$ cat config.mk
export PLATFORM = sky130hd
export DESIGN_NAME = store_commit_unit
export DESIGN_NICKNAME = d
export VERILOG_FILES = /design/src/rtl/store_commit_unit.sv
export SDC_FILE = /design/constraint.sdc
export NUM_CORES = 1
export LEC_CHECK = 0
export ABC_AREA = 1
export ABC_CLOCK_PERIOD_IN_PS = 3150
export CAP_MARGIN = 20
export CORE_MARGIN = 1
export CORE_UTILIZATION = 41
export DETAILED_ROUTE_END_ITERATION = 10
export PLACE_DENSITY = 0.79
export RECOVER_POWER = 50
export SYNTH_ARGS = -nofsm -noshare
export SYNTH_HDL_FRONTEND = slang
export SYNTH_SLANG_ARGS = --single-unit
export TNS_END_PERCENT = 20
$ cat constraint.sdc
create_clock -name clock -period 3.15 [get_ports clock]
set_clock_uncertainty 0.1 [all_clocks]
set_input_delay 0.315 -clock clock [delete_from_list [all_inputs] [get_ports clock]]
set_output_delay 0.315 -clock clock [all_outputs]
set_load 0.05 [all_outputs]
$ cat src/rtl/store_commit_unit.sv
// rtl/store_commit_unit.sv - drains retired stores from the store queue into data memory
// One credit per retired store; each credit pops one queue entry and issues one memory write.
module store_commit_unit #(
  parameter int STORE_QUEUE_DEPTH = 8,
  parameter int RETIRE_WIDTH      = 2,
  parameter int ADDR_W            = 32,
  parameter int DATA_W            = 32,
  localparam int CNT_W            = $clog2(RETIRE_WIDTH + 1),
  localparam int CRED_W           = $clog2(STORE_QUEUE_DEPTH + 1),
  localparam int BE_W             = DATA_W / 8
) (
  input  logic              clock,
  input  logic              reset,
  input  logic [CNT_W-1:0]  retire_store_count_i,
  output logic              dequeue_request_o,
  input  logic              dequeue_accepted_i,
  input  logic [ADDR_W-1:0] dequeue_store_address_i,
  input  logic [DATA_W-1:0] dequeue_store_data_i,
  input  logic [BE_W-1:0]   dequeue_store_byte_enable_i,
  output logic              mem_write_valid_o,
  output logic [ADDR_W-1:0] mem_write_address_o,
  output logic [DATA_W-1:0] mem_write_data_o,
  output logic [BE_W-1:0]   mem_write_byte_enable_o,
  input  logic              mem_write_ready_i,
  output logic              store_committed_o,
  output logic              commit_idle_o,
  output logic              credit_error_o
);

  localparam int SUM_W = CRED_W + CNT_W + 1;

  typedef enum logic [1:0] {
    S_IDLE,
    S_POP,
    S_WAIT_POP,
    S_WRITE
  } state_e;

  state_e            state_q;
  logic [CRED_W-1:0] credits_q, credits_d;
  logic [SUM_W-1:0]  credit_sum;
  logic              consume;
  logic              overflow;

  logic              dequeue_request_q;
  logic              mem_write_valid_q;
  logic [ADDR_W-1:0] mem_write_address_q;
  logic [DATA_W-1:0] mem_write_data_q;
  logic [BE_W-1:0]   mem_write_byte_enable_q;
  logic              store_committed_q;
  logic              commit_idle_q;
  logic              credit_error_q;

  // A credit is only consumed by an accepted pop; retirements and consumption net out.
  always_comb begin
    consume    = (state_q == S_WAIT_POP) && dequeue_accepted_i;
    credit_sum = SUM_W'(credits_q) + SUM_W'(retire_store_count_i) - SUM_W'(consume);
    overflow   = credit_sum > SUM_W'(STORE_QUEUE_DEPTH);
    credits_d  = overflow ? CRED_W'(STORE_QUEUE_DEPTH) : credit_sum[CRED_W-1:0];
  end

  always_ff @(posedge clock) begin
    if (reset) begin
      state_q                 <= S_IDLE;
      credits_q               <= '0;
      dequeue_request_q       <= 1'b0;
      mem_write_valid_q       <= 1'b0;
      mem_write_address_q     <= '0;
      mem_write_data_q        <= '0;
      mem_write_byte_enable_q <= '0;
      store_committed_q       <= 1'b0;
      commit_idle_q           <= 1'b1;
      credit_error_q          <= 1'b0;
    end else begin
      credits_q         <= credits_d;
      dequeue_request_q <= 1'b0;
      store_committed_q <= 1'b0;
      commit_idle_q     <= 1'b0;
      if (overflow || (dequeue_accepted_i && state_q != S_WAIT_POP)) begin
        credit_error_q <= 1'b1;
      end
      case (state_q)
        S_IDLE: begin
          if (credits_q != '0) begin
            state_q           <= S_POP;
            dequeue_request_q <= 1'b1;
          end else begin
            commit_idle_q <= (credits_d == '0);
          end
        end
        S_POP: begin
          state_q <= S_WAIT_POP;
        end
        S_WAIT_POP: begin
          if (dequeue_accepted_i) begin
            mem_write_address_q     <= dequeue_store_address_i;
            mem_write_data_q        <= dequeue_store_data_i;
            mem_write_byte_enable_q <= dequeue_store_byte_enable_i;
            mem_write_valid_q       <= 1'b1;
            state_q                 <= S_WRITE;
          end else begin
            // Queue had nothing to give: keep the credit and retry from IDLE.
            credit_error_q <= 1'b1;
            state_q        <= S_IDLE;
            commit_idle_q  <= (credits_d == '0);
          end
        end
        S_WRITE: begin
          if (mem_write_ready_i) begin
            mem_write_valid_q <= 1'b0;
            store_committed_q <= 1'b1;
            if (credits_q != '0) begin
              state_q           <= S_POP;
              dequeue_request_q <= 1'b1;
            end else begin
              state_q       <= S_IDLE;
              commit_idle_q <= (credits_d == '0);
            end
          end
        end
        default: state_q <= S_IDLE;
      endcase
    end
  end

  assign dequeue_request_o       = dequeue_request_q;
  assign mem_write_valid_o       = mem_write_valid_q;
  assign mem_write_address_o     = mem_write_address_q;
  assign mem_write_data_o        = mem_write_data_q;
  assign mem_write_byte_enable_o = mem_write_byte_enable_q;
  assign store_committed_o       = store_committed_q;
  assign commit_idle_o           = commit_idle_q;
  assign credit_error_o          = credit_error_q;

endmodule

== Yosys cells after proc, flatten, opt, wreduce, memory -nomap -nowiden ==
Index checks and enable logic that the tools add are counted.
Operators by class
  muxes and demuxes: 20
  bitwise operators: 1
  reduce and logical (&&, ||, !) cells: 11
  $add $sub $neg: 2
  order comparisons: 1
  equal/unequal tests: 7
Operator list (number)
  2-to-1 mux 1 bit: 12
  != test 2 bit (second input constant): 4
  one-hot mux 2 bit (4 select lines): 1
  > comparator 7 x 4 -> 1 bit (second input constant): 1
  2-to-1 mux 2 bit: 3
  subtractor 5 x 1 -> 6 bit: 1
  adder 4 x 2 -> 5 bit: 1
  equality test 2 bit (second input constant): 2
  zero test 4 bit: 1
  2-to-1 mux 4 bit: 1
  one-hot mux 1 bit (2 select lines): 2
  AND reduction 2 bit: 2
  nonzero test 4 bit: 1
  one-hot mux 1 bit (3 select lines): 1
  AND reduction 3 bit: 1
  equality test 2 x 1 -> 1 bit (second input constant): 1
  logical AND 1 bit: 2
  zero test 2 bit: 1
  nonzero test 2 bit: 1
  OR reduction 2 bit: 1
  logical OR 1 bit: 1
  inverter 1 bit: 1
Storage, ports and cells
  logic and storage cells: 52
  output and inout bits: 73
  flip-flop bits (word level): 79

== Longest topological paths before layout ==
  depth in word-level cells: 9
  mapped depth: 18
  depth with buffers taken out: 17

== Worst setup path before layout ==
OpenSTA, ideal clock, no wires.
  path kind: register to register
  start: register state_q[0]
  end: register commit_idle_q (netlist: commit_idle_o)
  path buffers: 1
  data arrival time: 2480 ps
  required time: 2934 ps
  stages on the path, launching flop included: 18
  path slack: 455 ps
  clock period less this slack: 2695 ps
  path through: dfxtp_1 > inv_1 > ha_1 > nand2_2 > inv_2 > buf_2 > ha_1 > inv_1 > ha_1 > fa_1 > nand2_1 > nand2_1 > nand3_1 > nand2_1 > nor2_4 > o211ai_1 > nand3_1 > nand2_1
Between the ends
  cells in the longest elaborated chain, start to end: 9
RTL lines
  start: declaration: RTL line 39  | state_e state_q;
  start signal: assignment: RTL line 64  | state_q <= S_IDLE;
  start signal: assignment: RTL line 85  | state_q <= S_POP;
  start signal: assignment: RTL line 92  | state_q <= S_WAIT_POP;
  equality test 2 bit *: RTL line 56  | consume = (state_q == S_WAIT_POP) && dequeue_accepted_i;
  logical AND 1 bit *: RTL line 56
  named net consume: RTL line 42  | logic consume;
  subtractor 5 x 1 -> 6 bit *: RTL line 57  | credit_sum = SUM_W'(credits_q) + SUM_W'(retire_store_count_i) - SUM_W'(consume);
  > comparator 7 x 4 -> 1 bit: RTL line 58  | overflow = credit_sum > SUM_W'(STORE_QUEUE_DEPTH);
  2-to-1 mux 4 bit *: RTL line 59  | credits_d = overflow ? CRED_W'(STORE_QUEUE_DEPTH) : credit_sum[CRED_W-1:0];
  zero test 4 bit *: RTL line 88, 105, 117
  2-to-1 mux 1 bit: RTL line 84, 112
  2-to-1 mux 1 bit: RTL line 109  | if (mem_write_ready_i) begin
  one-hot mux 1 bit (3 select lines) *: RTL line 82  | case (state_q)
  end signal: assignment: RTL line 88  | commit_idle_q <= (credits_d == '0);
  end signal: assignment: RTL line 105  | commit_idle_q <= (credits_d == '0);
  end signal: assignment: RTL line 117  | commit_idle_q <= (credits_d == '0);
  end: declaration: RTL line 51  | logic commit_idle_q;
Mark *: on every way through the listed nets, which the timed path passes. The rest lies on a longest branch.
A chain may end at the register's enable or synchronous reset.

== Worst setup path after layout ==
  start: register state_q[0]
  end: register commit_idle_q (netlist: commit_idle_o)
Between the ends
  cells in the longest elaborated chain, start to end: 9
RTL lines (RTL line)
  equality test 2 bit: 56, 82
  logical AND 1 bit: 56
  subtractor 5 x 1 -> 6 bit: 57
  > comparator 7 x 4 -> 1 bit: 58
  2-to-1 mux 4 bit: 59
  zero test 4 bit: 88, 105, 117
  2-to-1 mux 1 bit: 84, 112
  2-to-1 mux 1 bit: 109
  one-hot mux 1 bit (3 select lines) *: 82
Mark *: on every way between the ends. The rest lies on a longest branch, timed or not.

==> metrics.txt <==
final cycle utilization of the critical path=87.0%; DR iter-0 viols=110; CP max stage delay=400 ps; Final ANT Viol Nets=0; worst-margin pin slew=1410 ps; post-route worst setup slack=410 ps; gr ovfl total=0; Avg Cell Area, Syn=7.64 sq um; pre-CTS setup slack=412 ps; all-layer global routing usage=21.0%; Post-Syn Area=3110 sq um; Max Slew Vio Count=0; most frequent cell after synthesis=nor2_1; Clock Power Share=21.6%; Vias/cell=4.66; peak supply drop=408 uV; crit path launch=state_q[0]$_SDFFE_PP0P_; Max Cap Violations=0; synthesized flop and latch total=79; Syn Nets=495; P_leak=2.04 nW; fin area=4870 sq um; Pint=2.43 mW; Core ar.=7290 sq um; FILL cells=648; largest net degree at the start of global routing=71; Min-Delay Path Class=reg -> reg; Syn Inst Count=407; H-tree Lvls=3; TritonCTS Buffers=9; Routed WL per cell=12.6 um; crit end category=flop; top-area cell type share of the netlist area=50.9%; global-route wire length before repair=12700 um; cts-stage hold buffer count=0; synth unique cells=24; arrival time at the worst endpoint=2880 ps; clock sink count=79; Flop pwr share=31.4%; most numerous cell on the critical path=nand2_1; n_diodes=0; YS warnings=0; Worst Path Max Fanout=5; reg-to-reg slack, setup=410 ps; crit path kind=reg -> reg; Longest Clk Path Bufs=2; initial antenna violation count=0; sequential share of the synthesized area=50.9%; Cell Area, Placed=4630 sq um; worst-skew pair later-pin latency=350 ps; DRT Pass-1 Iters=4; Die Ht=89.1 um; postcts setup bufs=0; Final Setup Violations=0; CTS tree=done; residual DRC count=0; fraction of layout cells with a size suffix above 1=4.72%; Critical R2R Launch=state_q[0]$_SDFFE_PP0P_; Max-slew headroom=5.78%; Via Count=3032; post-DP HPWL=5760 um; CP required=3290 ps; CTS-repair resized insts=0; Port-buffer cells=146; full die area=7940 sq um; Synth area leaders=dfxtp_1, nor2_1, o21ai_0, ha_1, nand2_1; crit path time final=2740 ps; power consumption=4.23 mW; pwr dens=868 nW/um^2; chip width=89.1 um; Net Sw Frac=42.5%; f_max=365 MHz; dpl cells=634; largest area contributor in the netlist=dfxtp_1; unrepaired setup endpoints after global routing=no; clock slew at the register clock pins of the worst setup and hold paths=80 ps; hold depth=2; predominant post-synthesis flop cell=dfxtp_1; Top-Level Pins=147; Final Hold Viols=0; vias in the first global route=2796; slowest CP cell=fa_1; Initial Util=42.6%; status=completed; Hold Crit Start=mem_write_valid_o$_SDFFE_PP0P_; EDFF count, synth=0; Commonest cells post-synth=nor2_1, dfxtp_1, o21ai_0, nand2_1, inv_1; clk root buf=clkbuf_8; Routed WL=8200 um; Fin Setup TNS=0 ps; final std cells w/o fill=650; ys async rst share=0%; Logic pwr share=47.0%; worst r2r path cells=16; Placer Congestion=0.811; Final nets=634; # rows=31; Critical Path Start Type=flop; Sw Pwr=1.80 mW; Layout area overhead=56.6%; CP cell instances=inv_1 > ha_1 > nand2_2 > inv_1 > ha_1 > inv_1 > ha_1 > fa_1 > nand2_1 > nand2_1 > nand3_1 > nand2_1 > nor2_4 > o211ai_1 > nand3_1 > nand2_1
final timing paths:
path / to
setup / recovery: commit_idle_o$_SDFF_PP1_
hold reg to reg: mem_write_valid_o$_SDFFE_PP0P_
setup reg to reg: commit_idle_o$_SDFF_PP1_
hold / removal: mem_write_valid_o$_SDFFE_PP0P_
cell families after synthesis:
| logic type | synth area share, % |
|---|---|
| buffers and inverters | 6.16 |
| AOI/OAI and AO/OA | 13.1 |
| xor gates and xnor gates | 0.282 |
| DFF | 50.9 |
| and+or+nand+nor | 23.7 |
| adders and majority gates | 5.88 |
through the flow:
step / hold WS (ps) / util [%]
2_1_floorplan: 353 / -
3_3_place_gp: 351 / 63.5
3_5_place_dp: 359 / 63.5
4_1_cts: 372 / 66.8
5_1_grt: 404 / 66.8
6_report: 365 / 66.8
area by class of cell:
type,count,area [sq um],area share [%]
multi-input combinational,281,1340,27.4
timing repair buffer,150,1490,30.6
inverter,25,93.8,1.93
clock inverter,6,108,2.21
clock buffer,10,138,2.83
tap,99,124,2.54
sequential,79,1580,32.5
power by group through the flow:
| stage | combinational [mW] | sequential (mW) | clock, mW |
|---|---|---|---|
| after floorplan | 0.734 | 2.00 | 0 |
| after detailed placement | 2.01 | 1.35 | 0 |
| after CTS | 2.03 | 1.33 | 0.936 |
| after global routing | 2.16 | 1.35 | 0.976 |
| after global placement | 1.97 | 1.34 | 0 |
| final | 1.99 | 1.33 | 0.913 |
registers in the layout, summed over array words and instances (netlist names):
name,cells
mem_write_address_o,32
mem_write_data_o,32
credits_q,4
mem_write_byte_enable_o,4
state_q,2
commit_idle_o,1
credit_error_o,1
dequeue_request_o,1
mem_write_valid_o,1
store_committed_o,1
cells in the final DEF, fill, tap and decap left out:
master,count
ha_1,13
dfxtp_1,79
clkinv_2,2
nor3_1,1
clkdlybuf4s50_1,102
nand3_1,8
bufinv_16,3
a21oi_1,7
fa_1,1
nand2_2,2
inv_1,24
nand3_2,2
o211ai_1,1
a21oi_2,1
o22ai_1,1
nor2_1,145
dlygate4sd3_1,44
buf_4,3
and3_1,1
clkbuf_8,10
nand2_1,26
o21ai_1,3
clkinv_1,1
xnor2_1,1
clkinvlp_4,1
o21ai_0,67
clkbuf_2,1
nor2_4,1
metal layers:
metal	global-route usage (%)	part of all wire [%]
met4	10.7	2.2
met3	6.74	7.7
met5	0	0
met1	23.6	41
met2	35.7	49
critical path, delay by kind of cell (launching register included):
family                   cells  cell delay (ps)
AO/OA/AOI/OAI                1              110
adder cells (fa/ha/maj)      4             1130
buffers and inverters        3              200
AND/OR/NAND/NOR              8              730
flip-flops                   1              380
(Power assumes the default switching activity.)
